`src/rtl/demux2_buf.sv`:
```
// Registered 1-to-2 stream demultiplexer with a 2-entry FIFO per output.
// Each word on the input goes to out0 or out1 according to in_sel.
module demux2_buf #(
  parameter int unsigned WIDTH = 32,
  parameter int unsigned DEPTH = 2
) (
  input  logic             clk,
  input  logic             rst,
  input  logic             flush,
  input  logic             in_valid,
  output logic             in_ready,
  input  logic [WIDTH-1:0] in_data,
  input  logic             in_sel,
  output logic             out0_valid,
  input  logic             out0_ready,
  output logic [WIDTH-1:0] out0_data,
  output logic             out1_valid,
  input  logic             out1_ready,
  output logic [WIDTH-1:0] out1_data,
  output logic [1:0]       occ0,
  output logic [1:0]       occ1
);

  logic [WIDTH-1:0] mem_q  [2][2];
  logic [WIDTH-1:0] mem_d  [2][2];
  logic [WIDTH-1:0] head_q [2];
  logic [WIDTH-1:0] head_d [2];
  logic [1:0]       occ_q  [2];
  logic [1:0]       occ_d  [2];
  logic [1:0]       wr_q, wr_d, rd_q, rd_d;
  logic [1:0]       sel_vec, out_ready, push, pop;

  assign sel_vec   = {in_sel, ~in_sel};
  assign out_ready = {out1_ready, out0_ready};
  // A full FIFO never accepts, so in_ready does not depend on out*_ready.
  assign in_ready  = !flush && (in_sel ? (occ_q[1] != 2'd2) : (occ_q[0] != 2'd2));

  always_comb begin
    mem_d  = mem_q;
    head_d = head_q;
    occ_d  = occ_q;
    wr_d   = wr_q;
    rd_d   = rd_q;
    push   = '0;
    pop    = '0;
    for (int i = 0; i < 2; i++) begin
      push[i] = in_valid && in_ready && sel_vec[i];
      pop[i]  = !flush && (occ_q[i] != 2'd0) && out_ready[i];
      if (flush) begin
        occ_d[i] = 2'd0;
        wr_d[i]  = 1'b0;
        rd_d[i]  = 1'b0;
      end else begin
        if (push[i]) begin
          mem_d[i][wr_q[i]] = in_data;
          wr_d[i]           = ~wr_q[i];
        end
        if (pop[i]) begin
          rd_d[i] = ~rd_q[i];
        end
        if (push[i] && !pop[i]) begin
          occ_d[i] = occ_q[i] + 2'd1;
        end else if (pop[i] && !push[i]) begin
          occ_d[i] = occ_q[i] - 2'd1;
        end
        // The head register mirrors mem[rd] so outN_data comes straight from a flop.
        if (push[i] && (occ_q[i] == 2'd0 || pop[i])) begin
          head_d[i] = in_data;
        end else if (pop[i] && occ_q[i] == 2'd2) begin
          head_d[i] = mem_q[i][~rd_q[i]];
        end
      end
    end
  end

  always_ff @(posedge clk or posedge rst) begin
    if (rst) begin
      for (int i = 0; i < 2; i++) begin
        mem_q[i][0] <= '0;
        mem_q[i][1] <= '0;
        head_q[i]   <= '0;
        occ_q[i]    <= 2'd0;
      end
      wr_q <= '0;
      rd_q <= '0;
    end else begin
      mem_q  <= mem_d;
      head_q <= head_d;
      occ_q  <= occ_d;
      wr_q   <= wr_d;
      rd_q   <= rd_d;
    end
  end

  assign occ0       = occ_q[0];
  assign occ1       = occ_q[1];
  assign out0_valid = (occ_q[0] != 2'd0);
  assign out1_valid = (occ_q[1] != 2'd0);
  assign out0_data  = head_q[0];
  assign out1_data  = head_q[1];

endmodule

```
`config.mk`:
```
export PLATFORM = sky130hd
export DESIGN_NAME = demux2_buf
export DESIGN_NICKNAME = d
export VERILOG_FILES = /design/src/rtl/demux2_buf.sv
export SDC_FILE = /design/constraint.sdc
export NUM_CORES = 1
export LEC_CHECK = 0
export BUFFER_PORTS_ARGS = -buffer_cell sky130_fd_sc_hd__buf_2
export CAP_MARGIN = 20
export CELL_PAD_IN_SITES_DETAIL_PLACEMENT = 0
export CELL_PAD_IN_SITES_GLOBAL_PLACEMENT = 2
export CORE_MARGIN = 2
export CORE_UTILIZATION = 40
export CTS_CLUSTER_SIZE = 8
export DETAILED_ROUTE_END_ITERATION = 10
export MAX_ROUTING_LAYER = met4
export PLACE_DENSITY_LB_ADDON = 0.1
export SYNTH_ARGS = -nofsm -noshare
export SYNTH_HDL_FRONTEND = slang
export SYNTH_SLANG_ARGS = --single-unit
```
`constraint.sdc`:
```
create_clock -name clk -period 7.1 [get_ports clk]
set_clock_uncertainty 0.05 [all_clocks]
set_input_delay 1.065 -clock clk [delete_from_list [all_inputs] [get_ports clk]]
set_output_delay 1.065 -clock clk [all_outputs]
set_load 0.01 [all_outputs]
```
Word level (Yosys, flattened, before mapping)
Cells that the tools add are included.

cells by class
  add/sub/neg operators = 4
  multiply operators = 0
  divide/modulo/power cells = 0
  magnitude comparators = 6
  eq/ne operators = 4
  shift operators = 0
  multiplexer cells = 31
  bitwise logic cells = 10
  reductions and logical operators = 41

operator list
  operator                                                                       count
  32-bit 2-to-1 mux                                                              12
  64-bit bitwise mux                                                             2
  32-bit demux with 1-bit select                                                 2
  1-bit logical AND                                                              18
  2-bit nonzero test                                                             8
  2-bit 2-to-1 mux                                                               6
  1-bit 2-to-1 mux                                                               9
  2-bit >= comparator (second input constant)                                    4
  1-bit inverter with 2-bit output                                               4
  2-bit AND reduction                                                            4
  1-bit inverter                                                                 6
  3-bit nonzero test                                                             2
  1-bit logical NOT                                                              5
  2-bit by 1-bit adder with 2-bit output (second input constant)                 2
  2-bit == test (second input constant)                                          2
  2-bit logical NOT                                                              2
  2-bit by 1-bit less-than comparator with 1-bit output (second input constant)  2
  2-bit != test (second input constant)                                          2
  2-bit by 1-bit subtractor with 2-bit output (second input constant)            2
  1-bit logical OR                                                               2

word-level totals
  bits in registers = 200
  latch bits = 0
  RAM bits = 0
  memory bits (read-only) = 0
  input port bits = 39
  output and inout port bits = 71
  memories kept = 0

Logic depth before layout (Yosys ltp)
  depth after elaboration = 10
  mapped depth = 7

Worst setup path before layout
No wires, ideal clock.

  path kind = in2out
  from = input in_sel
  to = output in_ready
  data arrival time = 1627 ps
  slack = 4358 ps
  stages on the path = 3
  path through = buf_2 nor2_1 a211oi_1

on the way
  longest elaborated chain between the ends = 2

RTL lines
  item               RTL line  source
  start, declared    13        input logic in_sel,
  1-bit 2-to-1 mux   36        assign in_ready = !flush && (in_sel ? (occ_q[1] != 2'd2) : (occ_q[0] != 2'd2));
  1-bit logical AND  36
  end, declared      11        output logic in_ready,

No other way between the ends.

Worst setup path after layout
Ends and elaborated chain as after synthesis.

==> results_dict.tcl <==
set metrics [dict create \
    viasPerCell 5.16 \
    critPathMaxFanout 12 \
    cts_tree "yes" \
    layout_min_cycle_time_ns 2.88 \
    p_comb_frac 0.227 \
    rr_endpoint "out0_data[8]" \
    ys_types 33 \
    swShare 0.292 \
    cts.sinks 200 \
    internal_power_mw 2.40 \
    grt_pass1_vias 6041 \
    core-area_um2 22400 \
    ff2ff_setup_slack_ns 4.86 \
    grt_pass1_wl_um 32900 \
    powerDensity_nw_per_um2 324 \
    htree_levels 4 \
    nets 814 \
    drtIter0Drc 231 \
    syn_nets 723 \
    drc 0 \
    die_area_um2 23900 \
    clockBufferDepth 2 \
    cts_buffers 17 \
    setup_viol_count_final 0 \
    synth_area_um2 9050 \
    period_share 0.406 \
    yosys-top-cells-count "200 x dfrtp_1, 192 x mux2_2, 72 x nand2_1" \
    hold_class "flip-flop to flip-flop" \
    area_growth_pct 15.6 \
    ys_top_cells_by_area "dfrtp_1 55%, mux2_2 24%, mux2i_1 7.1%" \
    status "finished clean" \
    report.final.hold_viol_count 0 \
    grt_usage 0.181 \
    synth.most_common_cell "dfrtp_1" \
    fmax_ghz 0.347 \
    rsz0062_at_grt "false" \
    ys.flop_type "dfrtp_1" \
    end_kind "output pin" \
    ys_warn_count 0 \
    antenna_found_initial 0 \
    wirelength_um 19800 \
    drt-wirelength-per-cell_um 18.4 \
    dp_cells 1040 \
    synth_edf_count 0 \
    ys_seq_area_frac 0.553 \
    drv_cap 0 \
    initial_core_util 0.404 \
    tightest_slew_ns 0.948 \
    place_area_um2 9820 \
    grt_max_degree 128 \
    crit_type "primary input to output pin" \
    cts.repair.resized 0 \
    stdcell_count 1073 \
    root_buffer "clkbuf_16" \
    ant_nets 0 \
    numPortBuffers 109 \
    endpoint "in_ready" \
    synth_largest_area_cell "dfrtp_1" \
    p_sw_uw 990 \
    async_reset_ff_frac 1.00 \
    place.gp.congestion 0.716 \
    rr_worst_depth 5 \
    final_core_util 0.467 \
    cp.arrival_ns 1.77 \
    diodes 0 \
    drv_slew 0 \
    clock_latency_ns 0.44 \
    fp.dieH_um 154 \
    p_leak_nw 5.14 \
    clkTransAtPathRegs_ns 0.08 \
    hpwl_um 12400 \
    num_io_pins 110 \
    firstDrtPassIters 4 \
    rows 55 \
    synth_top_area_share 0.553 \
    synthCells 684 \
    layout-drive-gt1-share 0.476 \
    vdd_drop_max_mv 0.150 \
    synth-seq-cells 200 \
    critPathLaunchType "primary input" \
    grt.overflow.total 0 \
    worstReg2RegStart "occ0[0]" \
    num_vias 5540 \
    crit_path_start "in_sel" \
    cts.hold.buffers_added 0 \
    dieWidth_um 154 \
    worst_ep_required_time_ns 5.98 \
    seq_power_share 0.471 \
    postCtsSetupRepairBufs 0 \
    max_slew_margin 0.368 \
    p_clk_frac 0.302 \
    design_area_um2 10500 \
    setup_tns_ns 0 \
    synth_area_per_cell_um2 13.2 \
    power.total_mw 3.39 \
]
placed cells by master, fill, tap and decap left out, types with 6 or more instances in the layout:
cell type	n
dfrtp_1	198
mux2_2	192
buf_2	109
nand2_1	72
mux2i_1	64
o21ai_0	33
o21ai_2	20
clkbuf_16	17
o21ai_1	12
nand3b_1	6
inv_8	6
how the worst min path moves through the flow:
stage,to,depth (start not counted),start
floorplan,mem_q[100],1,mem_q[100]
global placement,out0_data[8],2,out0_data[8]
detailed placement,out0_data[24],2,out0_data[24]
CTS,out0_data[24],2,out0_data[24]
global route,out0_data[17],2,out0_data[17]
finish,out0_data[24],2,out0_data[24]
power by group through the flow:
stage | clock [mW] | sequential [mW] | combinational [mW]
floorplan | 0 | 1.63 | 0.498
global placement | 0 | 1.60 | 0.761
detailed placement | 0 | 1.62 | 0.783
CTS | 1.05 | 1.60 | 0.786
global route | 1.10 | 1.64 | 0.858
finish | 1.02 | 1.60 | 0.768
worst max-delay path, stage by stage:
cell and delay (ns):
buf_2 0.20, nor2_1 0.08, a211oi_1 0.24, buf_2 0.18
registers in the layout (all words and copies together) (netlist names):
name,cells
wr_q,2
out0_data,32
out1_data,32
occ1,2
mem_q,128
occ0,2
rd_q,2
final cells by class:
cell class | instances | area, um2
flip-flops and latches | 200 | 5010
well taps | 285 | 357
fillers | 2070 | 12000
clock inverters | 14 | 180
repair buffers | 117 | 651
clock buffers | 18 | 439
multi-input cells | 438 | 3820
inverters | 1 | 11.3
kinds of logic (layout without fill, tap and decap cells):
| logic type | count (synthesis) | count (layout) | share of synthesized area |
|---|---|---|---|
| simple gates | 100 | 100 | 0.0502 |
| buf+inv | 46 | 150 | 0.0286 |
| mux | 256 | 256 | 0.310 |
| xor+xnor | 3 | 3 | 0.00290 |
| compound gates | 79 | 79 | 0.0561 |
| flops | 200 | 200 | 0.553 |
per-layer routing:
layer | vias to the layer above | GRT usage | wire (um)
met5 | - | - | 0
met4 | 0 | 0.0432 | 225
met3 | 20 | 0.0342 | 513
met2 | 79 | 0.299 | 9750
met1 | 2834 | 0.234 | 9280
li1 | 2607 | - | -
through the flow:
stage	hold slack [ns]	setup slack [ns]
after floorplan	0.425	0.531
after global placement	0.407	3.88
after detailed placement	0.410	3.92
after CTS	0.429	4.21
after global routing	0.448	4.15
final	0.423	4.22
Power figures use the tool's default switching activity.
